===== src/rtl/alarm_bank_ctrl.sv =====
// Alarm bank: NUM_ALARMS BCD alarm slots compared against an RTC time
// stream. One IDLE/RING/SNOOZE sequencer drives buzzer tone and LED chaser.
// Ports:
//   clk, rst_n                      clock, synchronous active-low reset
//   hours, minutes, seconds         BCD time from the RTC reader
//   time_valid                      strobe: time inputs hold a new sample
//   cfg_we, cfg_idx                 slot write strobe and slot index
//   cfg_hour, cfg_min, cfg_en       slot contents
//   stop, snooze                    user pulses
//   buzzer, ringing, snoozing       tone output and state flags
//   active_idx                      slot that is ringing or snoozed
//   leds                            one-hot chaser while ringing
module alarm_bank_ctrl #(
  parameter int NUM_ALARMS = 4,
  parameter int CLK_HZ     = 50000000,
  parameter int TONE_HZ    = 2000,
  parameter int RING_SEC   = 30,
  parameter int SNOOZE_MIN = 5,
  parameter int NLEDS      = 7,
  localparam int IDX_W =
    (NUM_ALARMS > 1) ? $clog2(NUM_ALARMS) : 1
) (
  input  logic             clk,
  input  logic             rst_n,
  input  logic [7:0]       hours,
  input  logic [7:0]       minutes,
  input  logic [7:0]       seconds,
  input  logic             time_valid,
  input  logic             cfg_we,
  input  logic [IDX_W-1:0] cfg_idx,
  input  logic [7:0]       cfg_hour,
  input  logic [7:0]       cfg_min,
  input  logic             cfg_en,
  input  logic             stop,
  input  logic             snooze,
  output logic             buzzer,
  output logic             ringing,
  output logic             snoozing,
  output logic [IDX_W-1:0] active_idx,
  output logic [NLEDS-1:0] leds
);

  localparam int HALF_RAW = CLK_HZ / (2 * TONE_HZ);
  localparam int HALF = (HALF_RAW > 0) ? HALF_RAW : 1;
  localparam int TW = (HALF > 1) ? $clog2(HALF) : 1;
  localparam int RW = (RING_SEC > 1) ? $clog2(RING_SEC) : 1;
  localparam int SNZ = SNOOZE_MIN * 60;
  localparam int SW = (SNZ > 1) ? $clog2(SNZ + 1) : 1;

  typedef enum logic [1:0] {
    IDLE,
    RING,
    SNOOZE
  } state_t;

  state_t state;

  logic [7:0] slot_hour [NUM_ALARMS];
  logic [7:0] slot_min  [NUM_ALARMS];
  logic       slot_en   [NUM_ALARMS];

  logic [7:0]    sec_q;
  logic          sec_seen;
  logic [TW-1:0] tone_cnt;
  logic [RW-1:0] ring_cnt;
  logic [SW-1:0] snz_cnt;

  logic             tick;
  logic             hit;
  logic [IDX_W-1:0] hit_idx;
  logic             kill;
  logic             trig;

  // Tick only once a previous sample exists to compare against.
  assign tick = time_valid && sec_seen &&
                (seconds != sec_q);

  assign trig = tick && (seconds == 8'h00) && hit;

  assign kill = cfg_we && !cfg_en &&
                (cfg_idx == active_idx);

  // Scan downward so the lowest matching slot is the last write.
  always_comb begin
    hit = 1'b0;
    hit_idx = '0;
    for (int i = NUM_ALARMS - 1; i >= 0; i--) begin
      if (slot_en[i] &&
          slot_hour[i] == hours &&
          slot_min[i] == minutes) begin
        hit = 1'b1;
        hit_idx = IDX_W'(i);
      end
    end
  end

  always_ff @(posedge clk) begin
    if (!rst_n) begin
      state      <= IDLE;
      sec_q      <= '0;
      sec_seen   <= 1'b0;
      tone_cnt   <= '0;
      ring_cnt   <= '0;
      snz_cnt    <= '0;
      buzzer     <= 1'b0;
      ringing    <= 1'b0;
      snoozing   <= 1'b0;
      active_idx <= '0;
      leds       <= '0;
      for (int i = 0; i < NUM_ALARMS; i++) begin
        slot_hour[i] <= '0;
        slot_min[i]  <= '0;
        slot_en[i]   <= 1'b0;
      end
    end else begin
      if (time_valid) begin
        sec_q    <= seconds;
        sec_seen <= 1'b1;
      end

      // Per-slot compare keeps out-of-range indices harmless.
      for (int i = 0; i < NUM_ALARMS; i++) begin
        if (cfg_we && cfg_idx == IDX_W'(i)) begin
          slot_hour[i] <= cfg_hour;
          slot_min[i]  <= cfg_min;
          slot_en[i]   <= cfg_en;
        end
      end

      unique case (state)
        IDLE: begin
          if (trig) begin
            state      <= RING;
            active_idx <= hit_idx;
            ringing    <= 1'b1;
            leds       <= NLEDS'(1);
            buzzer     <= 1'b0;
            tone_cnt   <= '0;
            ring_cnt   <= '0;
          end
        end

        RING: begin
          if (stop || kill) begin
            state    <= IDLE;
            ringing  <= 1'b0;
            buzzer   <= 1'b0;
            leds     <= '0;
            tone_cnt <= '0;
            ring_cnt <= '0;
          end else if (snooze) begin
            state    <= SNOOZE;
            snz_cnt  <= SW'(SNZ);
            snoozing <= 1'b1;
            ringing  <= 1'b0;
            buzzer   <= 1'b0;
            leds     <= '0;
            tone_cnt <= '0;
            ring_cnt <= '0;
          end else if (tick &&
                       ring_cnt == RW'(RING_SEC - 1)) begin
            state    <= IDLE;
            ringing  <= 1'b0;
            buzzer   <= 1'b0;
            leds     <= '0;
            tone_cnt <= '0;
            ring_cnt <= '0;
          end else begin
            if (tone_cnt == TW'(HALF - 1)) begin
              tone_cnt <= '0;
              buzzer   <= ~buzzer;
            end else begin
              tone_cnt <= tone_cnt + 1'b1;
            end
            if (tick) begin
              ring_cnt <= ring_cnt + 1'b1;
              leds <= (leds << 1) | (leds >> (NLEDS - 1));
            end
          end
        end

        SNOOZE: begin
          if (stop || kill) begin
            state    <= IDLE;
            snoozing <= 1'b0;
            snz_cnt  <= '0;
          end else if (tick) begin
            if (snz_cnt <= SW'(1)) begin
              state    <= RING;
              snoozing <= 1'b0;
              snz_cnt  <= '0;
              ringing  <= 1'b1;
              leds     <= NLEDS'(1);
              buzzer   <= 1'b0;
              tone_cnt <= '0;
              ring_cnt <= '0;
            end else begin
              snz_cnt <= snz_cnt - 1'b1;
            end
          end
        end

        default: begin
          state    <= IDLE;
          ringing  <= 1'b0;
          snoozing <= 1'b0;
          buzzer   <= 1'b0;
          leds     <= '0;
        end
      endcase
    end
  end

endmodule


===== config.mk =====
export PLATFORM = sky130hd
export DESIGN_NAME = alarm_bank_ctrl
export DESIGN_NICKNAME = d
export VERILOG_FILES = /design/src/rtl/alarm_bank_ctrl.sv
export SDC_FILE = /design/constraint.sdc
export NUM_CORES = 1
export LEC_CHECK = 0
export ABC_CLOCK_PERIOD_IN_PS = 2290
export BUFFER_PORTS_ARGS = -buffer_cell sky130_fd_sc_hd__buf_2
export CORE_ASPECT_RATIO = 1.25
export CORE_MARGIN = 8
export CORE_UTILIZATION = 35
export DETAILED_ROUTE_END_ITERATION = 8
export PLACE_DENSITY = 0.6
export SETUP_SLACK_MARGIN = 0.05
export SYNTH_ARGS = -nofsm -noshare
export SYNTH_HDL_FRONTEND = slang
export SYNTH_SLANG_ARGS = --single-unit

===== constraint.sdc =====
create_clock -name clk -period 2.29 [get_ports clk]
set_input_delay 0.458 -clock clk [delete_from_list [all_inputs] [get_ports clk]]
set_output_delay 0.458 -clock clk [all_outputs]
set_load 0.03 [all_outputs]

==> results.toml <==
[logic_synthesis]
yosysWarnings = 0
synth_edf_count = 65
async_flop_share_pct = 0
ys_seq_area_share_pct = 47.28
yosysTopAreaCellShare_pct = 30.43
ys_types = 66
synth_seq_cells = 119
synthTopCellsByArea = "edfxtp_1, dfxtp_1, and2_1, xnor2_1, xor2_1"
syn_inst = 638
synth_nets = 692
netlist_area_sq_um = 6415
synth.avg_cell_area_sq_um = 10.05
synth_ff_type = "edfxtp_1"
synth_area_leader_cell = "edfxtp_1"

[setup_path]
reg2reg_depth = 8
timing.rr.start = "slot_hour[3][6]"
worstSetupPathType = "reg -> reg"
critPathSlowestCell = "or4b_4"
cp_num_cells = 8
crit_family = "simple AND/OR/NAND/NOR gates"
r2r-end = "tone_cnt[2]"
cp-end-kind = "flip-flop"
max_stage_delay_ns = 0.53
critPathLaunchType = "flip-flop"
crit_fanout = 16
critical_path_buf_inv_count = 1
path_cells = "xnor2_2 > nand2_1 > nor4b_2 > or4b_4 > a41oi_4 > buf_12 > nor2_1 > o31a_1"
cp.required_ns = 2.60
worstPathArrival_ns = 2.71
r2r_setup_slack_ns = -0.10

[sta]
tightestPinTransition_ns = 0.4355
setup_tns_ns = -0.4730
finalWorstSetupSlack_ns = -0.1039
finalMaxSlewViolations = 0
hold_violations = 0
layout_min_cycle_time_ns = 2.394
finalClockSkew_ns = 0.01111
setup_viol = 10
timing.fmax_mhz = 417.7
finalCritPeriodShare_pct = 104.5
grt_setup_unrepaired = "true"
slew_headroom_pct = 70.75

[placement]
place.gp.congestion = 0.8778
io_buffers = 60
placed_cell_area_sq_um = 7617
dpl.hpwl_um = 13500
dp_slack_ns = -0.2968

[final_layout]
fin_nets = 847
antenna_cells = 0
final_area_sq_um = 8388
final_layout_size_suffix_gt1_share_pct = 27.92
area_growth_pct = 30.76

[grt]
track_usage_pct = 16.12
grt_pass1_wl_um = 28200
overflow = 0
antenna_found_initial = 0
grt_pass1_vias = 5362
grt_max_degree = 26

[clocking]
cts_tree = "built"
root_buffer = "clkbuf_16"
cts.path.max_buffers = 2
clk_pin_slew_worst_paths_ns = 0.06
numCtsBuffers = 17
clock_latency_ns = 0.43
htree_levels = 4
holdBufCountCts = 0
cts.sinks = 119

[power]
seqPwrFrac_pct = 42.4
pwr-share-clk_pct = 47.0
switching_share_pct = 25.02
p_comb_share_pct = 10.7
power_density_nw_per_um2 = 677.8
power.internal_mw = 4.263
ir_worst_vdd_mv = 0.5045
p_sw_mw = 1.422
static-leakage-power_nw = 3.245

[drt]
dr_wl_met2_um = 9611
dr_total_vias = 5258
wl_met1_um = 7269
first_iter_violations = 392
drt_pass1_iterations = 7
ant_nets = 0
route.met3.wl_um = 860
wire_per_inst_um = 17.46
drc = 0
routed.top_layer = "met4"
wl_um = 18050
avgViaCountPerCell = 5.085

[hold_path]
hold_class = "in -> reg"
holdPathStages = 3
hold_end = "sec_q[7]"
hp-start = "seconds[7]"

[floorplanning]
start_util_pct = 35.58
die_width_um = 137.1
core_sq_um = 18030
die-area_sq_um = 22940
die_h_um = 167.4
rows = 55
ios = 61

[outcome]
status = "complete, but fails checks"
violations = "negative setup slack"

[run]
max-cap-violations = 0
==> per-stage QoR <==
step / util, % / hold WS, ns / total power [mW] / cells
detailed placement: 42.25 / 0.4801 / 3.035 / 997
CTS: 45.79 / 0.3131 / 5.723 / 1030
global placement: 42.25 / 0.4562 / 3.026 / 997
global route: 46.52 / 0.3336 / 5.888 / 1034
floorplan: - / 0.4588 / 2.706 / 638
finish: 46.52 / 0.3341 / 5.685 / 1034
==> metal layers <==
layer	vias up	GRT usage, %
met3	21	4.222
met2	129	29.08
li1	2580	-
met4	0	5.492
met5	-	0
met1	2528	17.62
==> power groups by stage <==
stage / logic [mW] / registers [mW] / clock network, mW
floorplan: 0.269 / 2.44 / 0
global route: 0.656 / 2.42 / 2.82
detailed placement: 0.584 / 2.45 / 0
finish: 0.606 / 2.41 / 2.67
global placement: 0.578 / 2.45 / 0
CTS: 0.598 / 2.41 / 2.72
==> registers in the layout, summed over array words and instances (netlist names) <==
register / flops
buzzer: 1
slot_min: 32
active_idx: 2
state: 2
slot_hour: 32
snoozing: 1
snz_cnt: 9
leds: 7
ring_cnt: 5
sec_q: 8
ringing: 1
sec_seen: 1
slot_en: 4
tone_cnt: 14
==> worst min-delay path: stages <==
cell     delay, ns
buf_2         0.11
mux2i_1       0.07
nor2_1        0.08
==> placed cells by master, fill, tap and decap left out, types with 5 or more instances in the layout <==
cell	instances
a21oi_1	9
a31oi_1	5
and2_1	70
and3_1	5
and4_1	5
buf_2	60
buf_4	94
clkbuf_16	17
dfxtp_1	54
edfxtp_1	65
ha_1	5
inv_1	14
inv_6	5
mux2i_1	17
nand2_1	60
nand3_1	16
nand3b_1	6
nand4_1	12
nor2_1	52
nor2b_1	12
nor3_1	17
nor4_1	10
o211ai_1	6
o21ai_0	19
o21ai_1	5
o31a_1	5
or3_1	6
xnor2_1	37
xnor2_2	11
xor2_1	30
==> cells in the mapped netlist (2+ instances only) <==
cell type and instances:
a21boi_0 4, a21oi_1 10, a31o_2 2, a31oi_1 5, and2_1 70, and3_1 5
and4_1 5, buf_6 2, clkbuf_1 16, dfxtp_1 54, edfxtp_1 65, ha_1 5
inv_1 14, mux2i_1 17, nand2_1 60, nand2b_1 4, nand3_1 16, nand3b_1 6
nand4_1 12, nor2_1 52, nor2b_1 12, nor3_1 18, nor3b_1 3, nor4_1 10
nor4_4 3, nor4b_1 3, nor4bb_1 4, o211ai_1 6, o21a_1 2, o21ai_0 23
o221a_2 2, o22ai_1 2, o311a_1 2, o31a_1 6, o31ai_1 3, or3_1 6
or4_1 3, or4b_4 2, xnor2_1 47, xor2_1 31
==> cell type report <==
cell class	count	area (sq um)
Multi-Input combinational cell	485	3378
Timing Repair Buffer	156	1046
Inverter	14	52.55
Clock inverter	15	167.7
Sequential cell	119	3033
Tap cell	228	285.3
Clock buffer	17	425.4
Fill cell	1681	9642
==> cell families after synthesis <==
family	count (synthesis)	share of synthesized area (%)
flops	119	47.28
compound gates	80	9.089
xor+xnor	79	10.90
simple gates	304	26.86
mux	17	2.653
buf+inv	34	2.243
fa+ha+maj	5	0.9752
==> how the worst max path moves through the flow <==
stage,slack (ns),to,startpoint
floorplan,0.03,slot_hour[0][0],cfg_idx[0]
global placement,-0.30,tone_cnt[2],hours[6]
detailed placement,-0.30,tone_cnt[2],hours[6]
CTS,-0.11,tone_cnt[2],slot_hour[2][0]
global route,-0.20,buzzer,slot_min[3][4]
finish,-0.10,tone_cnt[2],slot_hour[3][6]
==> timing repair <==
action	in CTS	in global routing
pin swaps	6	16
endpoints found under the setup margin	28	31
setup buffers	1	4
resized for setup	5	18
cloned	0	0
Power figures use the tool's default switching activity.
